==> src/rtl/mem_wb_stage.sv <==
// mem_wb_stage: final pipeline stage (MEM -> WB).
//
// Registers the MEM-stage result and drives the register-file write port.
// Load data from the synchronous data memory arrives one cycle after MEM
// presents the address. That is the same cycle the load sits in this stage,
// so byte/halfword extraction and extension are combinational on
// dmem_rdata. If WB stalls while holding a load, the first returned word is
// captured in a hold register. The memory output may change during the stall,
// and the captured word keeps the write data stable.
//
// Ports:
//   clk, rst        clock, synchronous active-high reset
//   mem_wreg        MEM instruction writes a GPR
//   mem_waddr       destination register
//   mem_wdata       ALU / non-load result
//   mem_load_op     0 NONE, 1 LB, 2 LBU, 3 LH, 4 LHU, 5 LW, 6-7 reserved
//   mem_addr_lo     byte offset of the load address
//   stall_mem       MEM stage stalled (bubble into WB unless WB also stalled)
//   stall_wb        WB stage stalled (hold)
//   flush           discard in-flight WB content
//   dmem_rdata      data memory read word (valid the cycle after the address)
//   wb_we           regfile write enable
//   wb_waddr        regfile write address
//   wb_wdata        regfile write data (also forwarded to ID)
module mem_wb_stage #(
    parameter int unsigned DATA_W = 32,
    parameter int unsigned ADDR_W = 5
) (
    input  logic              clk,
    input  logic              rst,
    input  logic              mem_wreg,
    input  logic [ADDR_W-1:0] mem_waddr,
    input  logic [DATA_W-1:0] mem_wdata,
    input  logic [2:0]        mem_load_op,
    input  logic [1:0]        mem_addr_lo,
    input  logic              stall_mem,
    input  logic              stall_wb,
    input  logic              flush,
    input  logic [DATA_W-1:0] dmem_rdata,
    output logic              wb_we,
    output logic [ADDR_W-1:0] wb_waddr,
    output logic [DATA_W-1:0] wb_wdata
);

    localparam logic [2:0] OpNone = 3'd0;
    localparam logic [2:0] OpLb   = 3'd1;
    localparam logic [2:0] OpLbu  = 3'd2;
    localparam logic [2:0] OpLh   = 3'd3;
    localparam logic [2:0] OpLhu  = 3'd4;
    localparam logic [2:0] OpLw   = 3'd5;

    // Stage registers
    logic              wreg_q,       wreg_d;
    logic [ADDR_W-1:0] waddr_q,      waddr_d;
    logic [DATA_W-1:0] wdata_q,      wdata_d;
    logic [2:0]        load_op_q,    load_op_d;
    logic [1:0]        addr_lo_q,    addr_lo_d;
    logic              hold_valid_q, hold_valid_d;
    logic [DATA_W-1:0] hold_data_q,  hold_data_d;

    // ------------------------------------------------------------------
    // Next-state logic
    // ------------------------------------------------------------------
    always_comb begin
        wreg_d       = wreg_q;
        waddr_d      = waddr_q;
        wdata_d      = wdata_q;
        load_op_d    = load_op_q;
        addr_lo_d    = addr_lo_q;
        hold_valid_d = hold_valid_q;
        hold_data_d  = hold_data_q;

        if (rst || flush) begin
            wreg_d       = 1'b0;
            waddr_d      = '0;
            wdata_d      = '0;
            load_op_d    = OpNone;
            addr_lo_d    = 2'd0;
            hold_valid_d = 1'b0;
            hold_data_d  = '0;
        end else if (!stall_mem) begin
            // Normal advance. stall_wb=1 here cannot come from a legal
            // upstream, and it advances the same way.
            wreg_d       = mem_wreg;
            waddr_d      = mem_waddr;
            wdata_d      = mem_wdata;
            load_op_d    = mem_load_op;
            addr_lo_d    = mem_addr_lo;
            hold_valid_d = 1'b0;
        end else if (!stall_wb) begin
            // MEM stalled, WB free: the current WB op retires and a bubble
            // takes its place.
            wreg_d       = 1'b0;
            waddr_d      = '0;
            wdata_d      = '0;
            load_op_d    = OpNone;
            addr_lo_d    = 2'd0;
            hold_valid_d = 1'b0;
        end else if ((load_op_q != OpNone) && !hold_valid_q) begin
            // Both stalled: keep the stage. Capture the word the memory
            // returned for this load once, because dmem_rdata may move on.
            hold_data_d  = dmem_rdata;
            hold_valid_d = 1'b1;
        end
    end

    always_ff @(posedge clk) begin
        wreg_q       <= wreg_d;
        waddr_q      <= waddr_d;
        wdata_q      <= wdata_d;
        load_op_q    <= load_op_d;
        addr_lo_q    <= addr_lo_d;
        hold_valid_q <= hold_valid_d;
        hold_data_q  <= hold_data_d;
    end

    // ------------------------------------------------------------------
    // Load extraction (big-endian: offset 0 is the most significant byte)
    // ------------------------------------------------------------------
    logic [DATA_W-1:0] raw;
    logic [7:0]        sel_byte;
    logic [15:0]       sel_half;

    assign raw = hold_valid_q ? hold_data_q : dmem_rdata;

    always_comb begin
        sel_byte = raw[31:24];
        unique case (addr_lo_q)
            2'd0: sel_byte = raw[31:24];
            2'd1: sel_byte = raw[23:16];
            2'd2: sel_byte = raw[15:8];
            2'd3: sel_byte = raw[7:0];
        endcase
    end

    // Only offsets 0 and 2 are aligned. Odd offsets are rejected below, so
    // bit 1 alone picks the half.
    assign sel_half = addr_lo_q[1] ? raw[15:0] : raw[31:16];

    // ------------------------------------------------------------------
    // Write-port outputs
    // ------------------------------------------------------------------
    logic              reject;
    logic [DATA_W-1:0] result;

    always_comb begin
        reject = 1'b0;
        result = wdata_q;
        case (load_op_q)
            OpNone: result = wdata_q;
            OpLb:   result = {{(DATA_W-8){sel_byte[7]}}, sel_byte};
            OpLbu:  result = {{(DATA_W-8){1'b0}}, sel_byte};
            OpLh: begin
                result = {{(DATA_W-16){sel_half[15]}}, sel_half};
                reject = addr_lo_q[0];
            end
            OpLhu: begin
                result = {{(DATA_W-16){1'b0}}, sel_half};
                reject = addr_lo_q[0];
            end
            OpLw: begin
                result = raw;
                reject = (addr_lo_q != 2'd0);
            end
            default: reject = 1'b1;  // reserved encodings never write
        endcase
    end

    assign wb_we    = wreg_q & ~reject;
    assign wb_waddr = waddr_q;
    assign wb_wdata = reject ? '0 : result;

endmodule

==> config.mk <==
export PLATFORM = sky130hd
export DESIGN_NAME = mem_wb_stage
export DESIGN_NICKNAME = d
export VERILOG_FILES = /design/src/rtl/mem_wb_stage.sv
export SDC_FILE = /design/constraint.sdc
export NUM_CORES = 1
export LEC_CHECK = 0
export BUFFER_PORTS_ARGS = -buffer_cell sky130_fd_sc_hd__buf_2
export CAP_MARGIN = 25
export CORE_MARGIN = 2
export CORE_UTILIZATION = 44
export CTS_CLUSTER_DIAMETER = 150
export DETAILED_ROUTE_END_ITERATION = 6
export PLACE_DENSITY = 0.69
export SETUP_SLACK_MARGIN = 0.3
export SLEW_MARGIN = 10
export SYNTH_ARGS = -nofsm -noshare
export SYNTH_HDL_FRONTEND = slang
export SYNTH_SLANG_ARGS = --single-unit
==> constraint.sdc <==
create_clock -name clk -period 2.4 [get_ports clk]
set_clock_uncertainty 0.05 [all_clocks]
set_input_delay 0.72 -clock clk [delete_from_list [all_inputs] [get_ports clk]]
set_output_delay 0.72 -clock clk [all_outputs]
set_load 0.02 [all_outputs]
==> results of run 1 <==
==> kinds of logic (layout without fill, tap and decap cells) <==
group / count (synthesis) / in the layout / share of synthesized area, %
AOI/OAI and AO/OA: 180 / 180 / 28.15
and+or+nand+nor: 125 / 125 / 14.03
DFF: 76 / 76 / 34.26
muxes: 57 / 57 / 17.41
buffers and inverters: 50 / 253 / 5.776
xor gates and xnor gates: 1 / 1 / 0.3664
==> routing by layer <==
layer	track usage (%)	vias up	wire, um	part of all wire [%]
met5	0	-	0	0
met1	40.01	2434	6827	39
li1	-	2264	-	-
met2	48.83	317	8217	47
met3	4.511	65	1502	8.7
met4	14.96	0	776	4.5
==> power by group <==
group / switching, mW / leakage (nW) / internal (mW)
combinational: 0.421 / 2.03 / 0.396
sequential: 0.0230 / 0.620 / 1.28
clock: 0.553 / 0.102 / 0.496
==> worst max path at each step <==
| stage | cells after the start | slack (ns) | to | start |
|---|---|---|---|---|
| 2_1_floorplan | 5 | -0.06 | wb_wdata[10] | dmem_rdata[7] |
| 3_3_place_gp | 7 | -0.29 | wb_wdata[9] | dmem_rdata[7] |
| 3_5_place_dp | 7 | -0.32 | wb_wdata[30] | dmem_rdata[7] |
| 4_1_cts | 5 | -0.48 | wb_wdata[9] | load_op_q[1]$_SDFFE_PP0P_ |
| 5_1_grt | 5 | -0.57 | wb_wdata[8] | load_op_q[1]$_SDFFE_PP0P_ |
| 6_report | 5 | -0.52 | wb_wdata[8] | load_op_q[1]$_SDFFE_PP0P_ |
==> cells in the mapped netlist, types with 4 or more instances <==
cell type	count	area, sq um
nor2_1	5	18.77
or2_1	11	68.82
mux2_2	22	247.7
mux4_2	14	315.3
dfxtp_1	76	1521
a221oi_1	7	61.31
o21ai_0	26	130.1
mux2i_1	21	210.2
buf_2	31	155.2
a21oi_1	32	160.2
buf_4	4	30.03
o21ai_1	7	35.03
a31oi_1	40	250.2
clkbuf_1	12	45.04
or2_2	6	37.54
a22o_1	44	385.4
a22oi_1	8	60.06
a222oi_1	7	70.07
nand2_1	77	289.0
==> state kept, by name (all words and copies together) (netlist names) <==
register and count:
load_op_q 3, wb_waddr 5, hold_valid_q 1, wreg_q 1, addr_lo_q 2, hold_data_q 32, wdata_q 32
==> stage by stage <==
step                      utilization [%]  setup TNS (ns)  cell area, sq um  hold slack, ns
after floorplan                         -          -1.341              4737          0.3904
after global placement              60.71          -6.877              5934          0.4061
after detailed placement            60.71          -7.763              5934          0.4095
after CTS                           69.09          -12.94              6753          0.4313
after global routing                72.32          -15.79              7069          0.4583
final                               72.32          -14.18              7069          0.4367
==> final cells by class <==
| class | count | share of cell area [%] |
|---|---|---|
| Clock inverter | 7 | 1.186 |
| Timing Repair Buffer | 236 | 28.04 |
| Tap cell | 133 | 2.354 |
| Inverter | 1 | 0.05310 |
| Sequential cell | 76 | 21.77 |
| Clock buffer | 9 | 1.752 |
| Multi-Input combinational cell | 363 | 44.85 |
==> timing repair <==
action,in CTS,in global routing
pin swaps,22,20
setup buffers,18,15
gates cloned,4,3
resized for setup,113,30
endpoints found under the setup margin,33,33
==> results.md, run 1 <==
* Status: complete, but fails checks
* Failing checks: setup timing
* Worst Min Path Start: wb_waddr[2]$_SDFFE_PP0P_
* Hold path cells at 1
* RR Endpoint: hold_data_q[6]$_SDFFE_PP0P_
* Antenna Violating Nets Remaining at 0
* Finish-stage setup viols at 33
* Post-synth net total at between 500 and 600
* Max_slew headroom at 61.05%
* Worst path buffer plus inverter count at 1
* Maximum vdd drop at ~270 uV
* FFs w/ async S/R, synth at 0%
* Critical path type: register to output pin
* Initial Utilization at ~45%
* Clock transition at the registers of the reported paths at 0.09 ns
* Ys flop type: dfxtp_1
* Synth warn at 0
* Reg2reg start: load_op_q[1]$_SDFFE_PP0P_
* Clock sink total at 76
* Root buf cell: clkbuf_8
* Seq/Total Area, Yosys at between 30 and 40%
* Pwr Total at approximately 3.2 mW
* Peak Freq at 342.4 MHz
* Crit-path leading delay family: compound AO/OA/AOI/OAI gates
* CP cell instances: or4b_4 -> a21oi_4 -> a222oi_1 -> a31oi_1 -> buf_2
* Site Rows at 36
* Worst path arrival time at 2.15 ns
* Num CTS Buffers at 9
* GRT Residual Overflow at 0
* Min-Delay Endpoint: wb_waddr[2]$_SDFFE_PP0P_
* I/O pin count at 118
* FILL cells at around 680
* Wirelength per Cell at 21.00 um
* CTS tree: done
* All-Layer GR Usage at between 30% and 40%
* Initial detailed-routing violation count at 489
* R2R cell count at 8
* Core Region at 9774 sq um
* Pwr/cell area at about 450 nW/um^2
* Layout Nets at 767
* DRC errors left at 0
* Worst slack, placed at -0.3163 ns
* Vias at between 5000 and 6000
* FF+latch count, synth at 76
* Clock latency on the worst-skew pair at around 0.36 ns
* Pin count of the biggest net entering global routing at 44
* Commonest non-fill, non-tap cell in the layout: buf_4
* Slew @ Worst Pin at around 0.6 ns
* Multi-input gate area at approximately 3200 sq um
* Number of antenna violations at the first check in global routing at 0
* Die X at approximately 100 um
* Final Non-Filler Cells at approximately 830
* Final Cycle Share at 121.7%
* R2R setup slack at ~0.50 ns
* Minimum clock period at around 2.9 ns
* Avg Vias per Cell at 6.158
* Die area at 10910 sq um
* Most frequent cells in the layout: 102 x buf_4, 87 x buf_2, 74 x nand2_1
* Antenna cells at 0
* First-pass GRT wire length at approximately 26 mm
* Final Hold Vio Count at 0
* I/O Buffers at approximately 120
* Maxcap violations at 0
* CTS H-Tree Depth at 3
* Syn-to-layout area delta at 59.20%
* Vias in the first global route at just under 5000
* Synth unique cells at 45
* Fin. max-slew vios at 0
* Max incr delay on CP at between 0.5 and 0.6 ns
* Drt total wl at between 15 and 20 mm
* Worst Path Required at roughly 1.6 ns
* Worst min-delay path class: register to register
* Final HPWL DP at ~11 mm
* Critical path startpoint category: register
* Routability congestion estimate at between 0.9 and 1
* Final Worst Setup Slack at -0.5202 ns
* RSZ-0062 raised after global routing: yes
* Worst Path Max Fanout at 7
* Die height at ~100 um
* Mean Syn Cell Area at 9.081 sq um
* Static leakage at ~2.7 nW
* Crit path capture type: output pin
* Critical Path Slowest Stage Cell: or4b_4
* Post-synthesis cell area at around 4400 sq um
* Cells after Synth at between 400 and 500
* Register area at 1539 sq um
* Layout cells sized above 1 at a little under three fifths
* Drt pass-1 iters at 7
* Post-synth EDFFs at 0
* CTS Hold Bufs at 0
* Placed cell count at ~770
* Clk buf depth at 2
No activity file was read; power rests on OpenSTA's default activity.
==> inputs of run 2 (changes only) <==
Settings changed: ABC_AREA set to 1, PLACE_DENSITY 0.69 to 0.68.
==> run 2 against run 1 <==
The flow still finishes with violations (setup timing). First-iteration DRC count down 22%. Core utilization down 3.0 points. Wire length fell by 4.2%. Sequential power is essentially flat. Clock-buffer cell count rose by 2. Sequential share of layout area is 0.38 points lower. Non-clock buffer count shrank 48. Critical path type unchanged. Clock power up 9.5%. Cell count increased by 27%. Sequential cell count unchanged.
==> results.md, run 2 <==
* Clock sink total at 76 (unchanged)
* RR Endpoint: hold_data_q[16]$_SDFFE_PP0P_
* Initial Utilization at 45.63% (+0.20 points)
* Die height at 107.7 um (+3.1%)
* Reg2reg start: hold_valid_q$_SDFFE_PP0P_
* R2R setup slack at 0.64 ns (+0.14 ns)
* Max_slew headroom at 64.21% (+3.2 points)
* Core Region at 10370 sq um (+6.1%)
* Commonest non-fill, non-tap cell in the layout: nand2_1
* Synth top cells by count: 221 x nand2_1, 88 x o21ai_0, 80 x inv_1
* Main area contributors after synthesis: dfxtp_1 32%, nand2_1 18%, o21ai_0 9.3%
* Pwr/cell area at 463.5 nW/um^2 (+3.3%)
* I/O Buffers at 117 (unchanged)
* Synth Area in XOR/XNOR at 0% (-0.37 points)
* Avg Vias per Cell at 5.136 (-17%)
* Post-synthesis cell area at 4732 sq um (+6.6%)
* Finish-stage setup viols at 32 (-3.0%)
* Final HPWL DP at 11.63 mm (+2.4%)
* Min-Delay Endpoint: wdata_q[31]$_SDFFE_PP0P_
* Drt total wl at 16.60 mm (-4.2%)
* Synth unique cells at 27 (-40%)
* CTS tree: done
* Area leader, netlist: dfxtp_1
* Crit path capture type: output pin
* Pin count of the biggest net entering global routing at 41 (-6.8%)
* Mean Syn Cell Area at 6.293 sq um (-31%)
* Final Non-Filler Cells at 1049 (+27%)
* Failing checks: setup timing
* Crit-path leading delay family: buffers and inverters
* Drt pass-1 iters at 5 (-2)
* Placed cell count at 1013 (+32%)
* Status: complete, but fails checks
* Root buf cell: clkbuf_8
* Peak Freq at 370.7 MHz (+8.3%)
* Cells after Synth at 752 (+54%)
* Largest family of logic cells by synthesized area: simple AND/OR/NAND/NOR gates
* Num CTS Buffers at 9 (unchanged)
* Worst Min Path Start: wdata_q[31]$_SDFFE_PP0P_
* Worst Path Max Fanout at 6 (-1)
* Hold path cells at 2 (+1)
* Worst path buffer plus inverter count at 4 (+3)
* Wirelength per Cell at 15.82 um (-25%)
* Pwr Total at 3.333 mW (+5.1%)
* Die X at 107.7 um (+3.1%)
* Cell area after placement at 5942 sq um (+0.13%)
* Clock latency on the worst-skew pair at 0.37 ns (about the same)
* RSZ-0062 raised after global routing: yes
* Synth Area in Simple Gates at 28.74% (+15 points)
* Final Cycle Share at 112.4% (-9.3 points)
* Mux contribution to synthesized area at 0% (-17 points)
* Worst path arrival time at 1.93 ns (-0.22 ns)
* Minimum clock period at 2.698 ns (-0.2227 ns)
* I/O pin count at 118 (unchanged)
* Worst min-delay path class: register to register
* Synth warn at 0 (unchanged)
* All-Layer GR Usage at 29.06% (-1.4 points)
* GRT Residual Overflow at 0 (unchanged)
* Clk buf depth at 2 (unchanged)
* Syn-to-layout area delta at 51.96%
* Worst hold slack at 0.4131 ns (-0.02361 ns)
* Ys flop type: dfxtp_1
* Vias at 5388 (+6.1%)
* Maxcap violations at 0 (unchanged)
* Layout Nets at 988 (+29%)
* Antenna cells at 0 (unchanged)
* Initial detailed-routing violation count at 381 (-22%)
* Final Hold Vio Count at 0 (unchanged)
* Critical path type: register to output pin
* Most frequent cells in the layout: 178 x nand2_1, 83 x buf_2, 78 x o21ai_0
* FILL cells at 902 (+33%)
* First-pass GRT wire length at 26.08 mm (-0.42%)
* Static leakage at 3.343 nW (+22%)
* Die area at 11600 sq um (+6.3%)
* Cell with the most instances after synthesis: nand2_1
* Seq/Total Area, Yosys at 32.15% (-2.1 points)
* CTS H-Tree Depth at 3 (unchanged)
* Post-synthesis adder-cell area fraction at 0% (unchanged)
* Final Worst Setup Slack at -0.2975 ns (+0.2227 ns)
* FFs w/ async S/R, synth at 0% (unchanged)
* Site Rows at 37 (+2.8%)
* Critical path startpoint: hold_valid_q$_SDFFE_PP0P_
* DRC errors left at 0 (unchanged)
* Finished Core Util at 69.34% (-3.0 points)
* Post-route cell area at 7191 sq um (+1.7%)
* Fin. max-slew vios at 0 (unchanged)
* Post-synth net total at 832 (+46%)
* Maximum vdd drop at 355.5 uV (+32%)
* Compound-Gate Fraction of Synth Area at 24.96% (-3.2 points)
* Post-synth EDFFs at 0 (unchanged)
* Antenna Violating Nets Remaining at 0 (unchanged)
* Clock transition at the registers of the reported paths at 0.08 ns (about the same)
* Max incr delay on CP at 0.40 ns (-0.13 ns)
* Post-synth top area share at 32.15% (-2.1 points)
* CP cell instances: buf_12 -> nand2_4 -> nand3_2 -> nand2_1 -> nand3_2 -> nand3_4 -> buf_12 -> buf_16 -> a21oi_4 -> buf_6
* Vias in the first global route at 5288 (+8.2%)
* Slew @ Worst Pin at 0.5313 ns (-0.05299 ns)
* Layout cells sized above 1 at 40.09% (-16 points)
* Worst Path Required at 1.63 ns (about the same)
* R2R cell count at 7 (-1)
* Routability congestion estimate at 0.8920 (-4.8%)
* FF+latch count, synth at 76 (unchanged)
* Critical Path Slowest Stage Cell: dfxtp_4
* Number of antenna violations at the first check in global routing at 0 (unchanged)
* Critical path startpoint category: register
[run 2: metrics by stage]
| step | worst slack [ns] | TNS (ns) |
|---|---|---|
| 2_1_floorplan | 0.08791 | 0 |
| 3_3_place_gp | -0.2011 | -4.491 |
| 3_5_place_dp | -0.2384 | -5.452 |
| 4_1_cts | -0.3034 | -8.220 |
| 5_1_grt | -0.3799 | -10.93 |
| 6_report | -0.2975 | -8.133 |
[run 2: worst reg2reg max path, stage by stage (launching register included)]
cell     delay (ns)
dfxtp_4        0.38
buf_6          0.14
buf_4          0.15
nor2_1         0.13
nand2_2        0.14
inv_2          0.40
o21ai_0        0.17
a21oi_1        0.13
[run 2: report_power, final]
part           total, mW  internal (mW)  switching [mW]
sequential          1.31           1.29          0.0219
combinational      0.878          0.379           0.499
clock               1.15          0.618           0.529
total               3.33           2.28            1.05
[run 2: worst max path at each step]
stage | cells past startpoint | slack [ns] | end
CTS | 10 | -0.30 | wb_wdata[11]
global placement | 9 | -0.20 | wb_wdata[11]
detailed placement | 9 | -0.24 | wb_wdata[11]
floorplan | 7 | 0.09 | wb_wdata[11]
finish | 10 | -0.30 | wb_wdata[28]
global route | 9 | -0.38 | wb_wdata[27]
[run 2: cell families (layout without fill, tap and decap cells)]
kind of cell,after synthesis,after routing
and+or+nand+nor,328,328
AOI/OAI and AO/OA,196,196
DFF,76,76
buffers and inverters,152,313
[run 2: cell type report]
type,instances,area (sq um),area share (%)
Multi-Input combinational cell,524,3166,44.02
Timing Repair Buffer,188,1654,23.00
Sequential cell,76,1538,21.38
Inverter,109,436.7,6.073
Tap cell,136,170.2,2.366
Clock buffer,11,141.4,1.966
Clock inverter,5,85.08,1.183
[run 2: repair_timing]
action                     CTS  global route
cloned                       4             1
setup buffers               14             1
setup endpoints to repair   33            33
pin swaps                   28            27
resized for setup          160            58
hold buffers                 0             0
[run 2: layer usage]
metal	wire (um)	part of all wire, %	GRT usage [%]
met4	473	2.9	11.08
met5	0	0	0
met3	901	5.4	5.024
met1	6977	42	36.90
met2	8244	50	48.97
==> inputs of run 3 (changes only) <==
Settings changed: CORE_ASPECT_RATIO set to 1.25.
==> run 3 against run 2 <==
Register-to-register slack lost 0.06 ns. The run still ends with setup timing left. Cell count shrank 1.0%. Critical endpoint is now wb_wdata[22]. Hold slack is essentially flat. Largest cell class unchanged.
==> results.md, run 3 (synthesis gave the netlist of run 2 again) <==
* Clock transition at the registers of the reported paths at 0.06 ns (-0.02 ns)
* Min-Delay Endpoint: hold_data_q[18]$_SDFFE_PP0P_
* Peak Freq at 381.1 MHz (+2.8%)
* RSZ-0062 raised after global routing: yes
* CTS H-Tree Depth at 3 (unchanged)
* Register area at 1538 sq um (unchanged)
* Layout cells sized above 1 at 35.65% (-4.4 points)
* Pin count of the biggest net entering global routing at 42 (+2.4%)
* Most frequent cells in the layout: 209 x nand2_1, 84 x buf_2, 77 x inv_1
* Maxcap violations at 0 (unchanged)
* Num CTS Buffers at 9 (unchanged)
* Antenna Violating Nets Remaining at 0 (unchanged)
* Site Rows at 42 (+14%)
* Final HPWL DP at 11.13 mm (-4.2%)
* Worst Min Path Start: hold_data_q[18]$_SDFFE_PP0P_
* Critical path type: register to output pin
* Worst min-delay path class: register to register
* Avg Vias per Cell at 5.196 (+1.2%)
* Reg2reg start: hold_valid_q$_SDFFE_PP0P_
* Layout Nets at 981 (-0.71%)
* Wirelength per Cell at 15.46 um (-2.3%)
* Vias in the first global route at 5074 (-4.0%)
* Die height at 119.9 um (+11%)
* FILL cells at 904 (+0.22%)
* Slew @ Worst Pin at 0.4973 ns (-0.03404 ns)
* Initial Utilization at 45.02% (-0.61 points)
* GRT Residual Overflow at 0 (unchanged)
* DRC errors left at 0 (unchanged)
* Root buf cell: clkbuf_16
* Worst Path Required at 1.63 ns (about the same)
* Crit path capture type: output pin
* Clock latency on the worst-skew pair at 0.34 ns (-0.03 ns)
* Finish-stage setup viols at 32 (unchanged)
* Final Worst Setup Slack at -0.2242 ns (+0.07338 ns)
* Final Hold Vio Count at 0 (unchanged)
* R2R cell count at 8 (+1)
* First-pass GRT wire length at 24.34 mm (-6.6%)
* Finished Core Util at 66.54% (-2.8 points)
* CTS tree: done
* Final Cycle Share at 109.3% (-3.1 points)
* Critical path startpoint category: register
* Maximum vdd drop at 459.9 uV (+29%)
* Max_slew headroom at 66.80% (+2.6 points)
* I/O pin count at 118 (unchanged)
* Pwr/cell area at 494.6 nW/um^2 (+6.7%)
* Syn-to-layout area delta at 47.78%
* RR Endpoint: hold_data_q[20]$_SDFFE_PP0P_
* Clk buf depth at 2 (unchanged)
* All-Layer GR Usage at 25.77% (-3.3 points)
* Worst Path Max Fanout at 8 (+2)
* Pwr Total at 3.459 mW (+3.8%)
* Initial detailed-routing violation count at 315 (-17%)
* Commonest non-fill, non-tap cell in the layout: nand2_1
* Drt total wl at 16.05 mm (-3.3%)
* Failing checks: setup timing
* Status: complete, but fails checks
* Die X at 96.76 um (-10%)
* Die area at 11610 sq um (about the same)
* Drt pass-1 iters at 6 (+1)
* Core Region at 10510 sq um (+1.4%)
* Minimum clock period at 2.624 ns (-0.07338 ns)
* R2R setup slack at 0.58 ns (-0.06 ns)
* Worst path arrival time at 1.85 ns (-0.08 ns)
* Static leakage at 3.277 nW (-2.0%)
* Hold path cells at 2 (unchanged)
* Antenna cells at 0 (unchanged)
* Clock sink total at 76 (unchanged)
* Fin. max-slew vios at 0 (unchanged)
* Vias at 5393 (+0.093%)
* Number of antenna violations at the first check in global routing at 0 (unchanged)
* Routability congestion estimate at 0.8748 (-1.9%)
* Multi-input gate area at 3088 sq um (-2.5%)
* I/O Buffers at 117 (unchanged)
run 3: layer usage:
| metal | part of all wire [%] | vias to the layer above | GRT usage (%) | wire, um |
|---|---|---|---|---|
| li1 | - | 2680 | - | - |
| met1 | 42 | 2465 | 32.46 | 6804 |
| met2 | 49 | 208 | 44.84 | 7889 |
| met3 | 5.6 | 40 | 4.601 | 897 |
| met4 | 2.8 | 0 | 7.923 | 456 |
| met5 | 0 | - | 0 | 0 |
run 3: stage by stage:
step	setup slack, ns	TNS [ns]	cell area [sq um]	hold WS [ns]	cells
after floorplan	0.08791	0	4991	0.3731	752
after global placement	-0.1875	-4.249	5884	0.3840	1002
after detailed placement	-0.2000	-4.520	5884	0.3957	1002
after CTS	-0.1999	-5.325	6601	0.4086	1027
after global routing	-0.2879	-7.934	6993	0.4466	1038
final	-0.2242	-6.040	6993	0.4136	1038
run 3: final cells by class:
type                       instances  area share, %
tap                              132          2.362
timing repair buffer             180          21.31
clock inverter                     4         0.3400
multi-input combinational        525          44.16
clock buffer                      12          3.668
sequential                        76          21.99
inverter                         109          6.173
run 3: how the worst max path moves through the flow:
| stage | depth (start not counted) | slack (ns) | start | endpoint |
|---|---|---|---|---|
| 2_1_floorplan | 7 | 0.09 | dmem_rdata[7] | wb_wdata[11] |
| 3_3_place_gp | 9 | -0.19 | dmem_rdata[7] | wb_wdata[11] |
| 3_5_place_dp | 9 | -0.20 | dmem_rdata[7] | wb_wdata[11] |
| 4_1_cts | 8 | -0.20 | hold_valid_q$_SDFFE_PP0P_ | wb_wdata[1] |
| 5_1_grt | 11 | -0.29 | load_op_q[1]$_SDFFE_PP0P_ | wb_wdata[22] |
| 6_report | 9 | -0.22 | hold_valid_q$_SDFFE_PP0P_ | wb_wdata[22] |
run 3: where the power goes:
part	internal, mW	switching [mW]
logic	0.373	0.496
clock network	0.753	0.525
registers	1.29	0.0234
total	2.41	1.04
run 3: worst max-delay path, stage by stage, from the launching register on:
cell and delay (ns):
dfxtp_4 0.41, buf_12 0.15, nand2_4 0.06, nand3_4 0.08, nand2_2 0.07, nand3_4 0.10, nand3_4 0.16, clkbuf_16 0.23
a21oi_4 0.11, buf_4 0.15
run 3: repair_timing:
item                       4_1_cts  5_1_grt
gates resized for setup        108       60
setup endpoints to repair       33       33
gates cloned                     1        4
pin swaps                        1       13
setup buffers                    8        7
hold buffers                     0        0
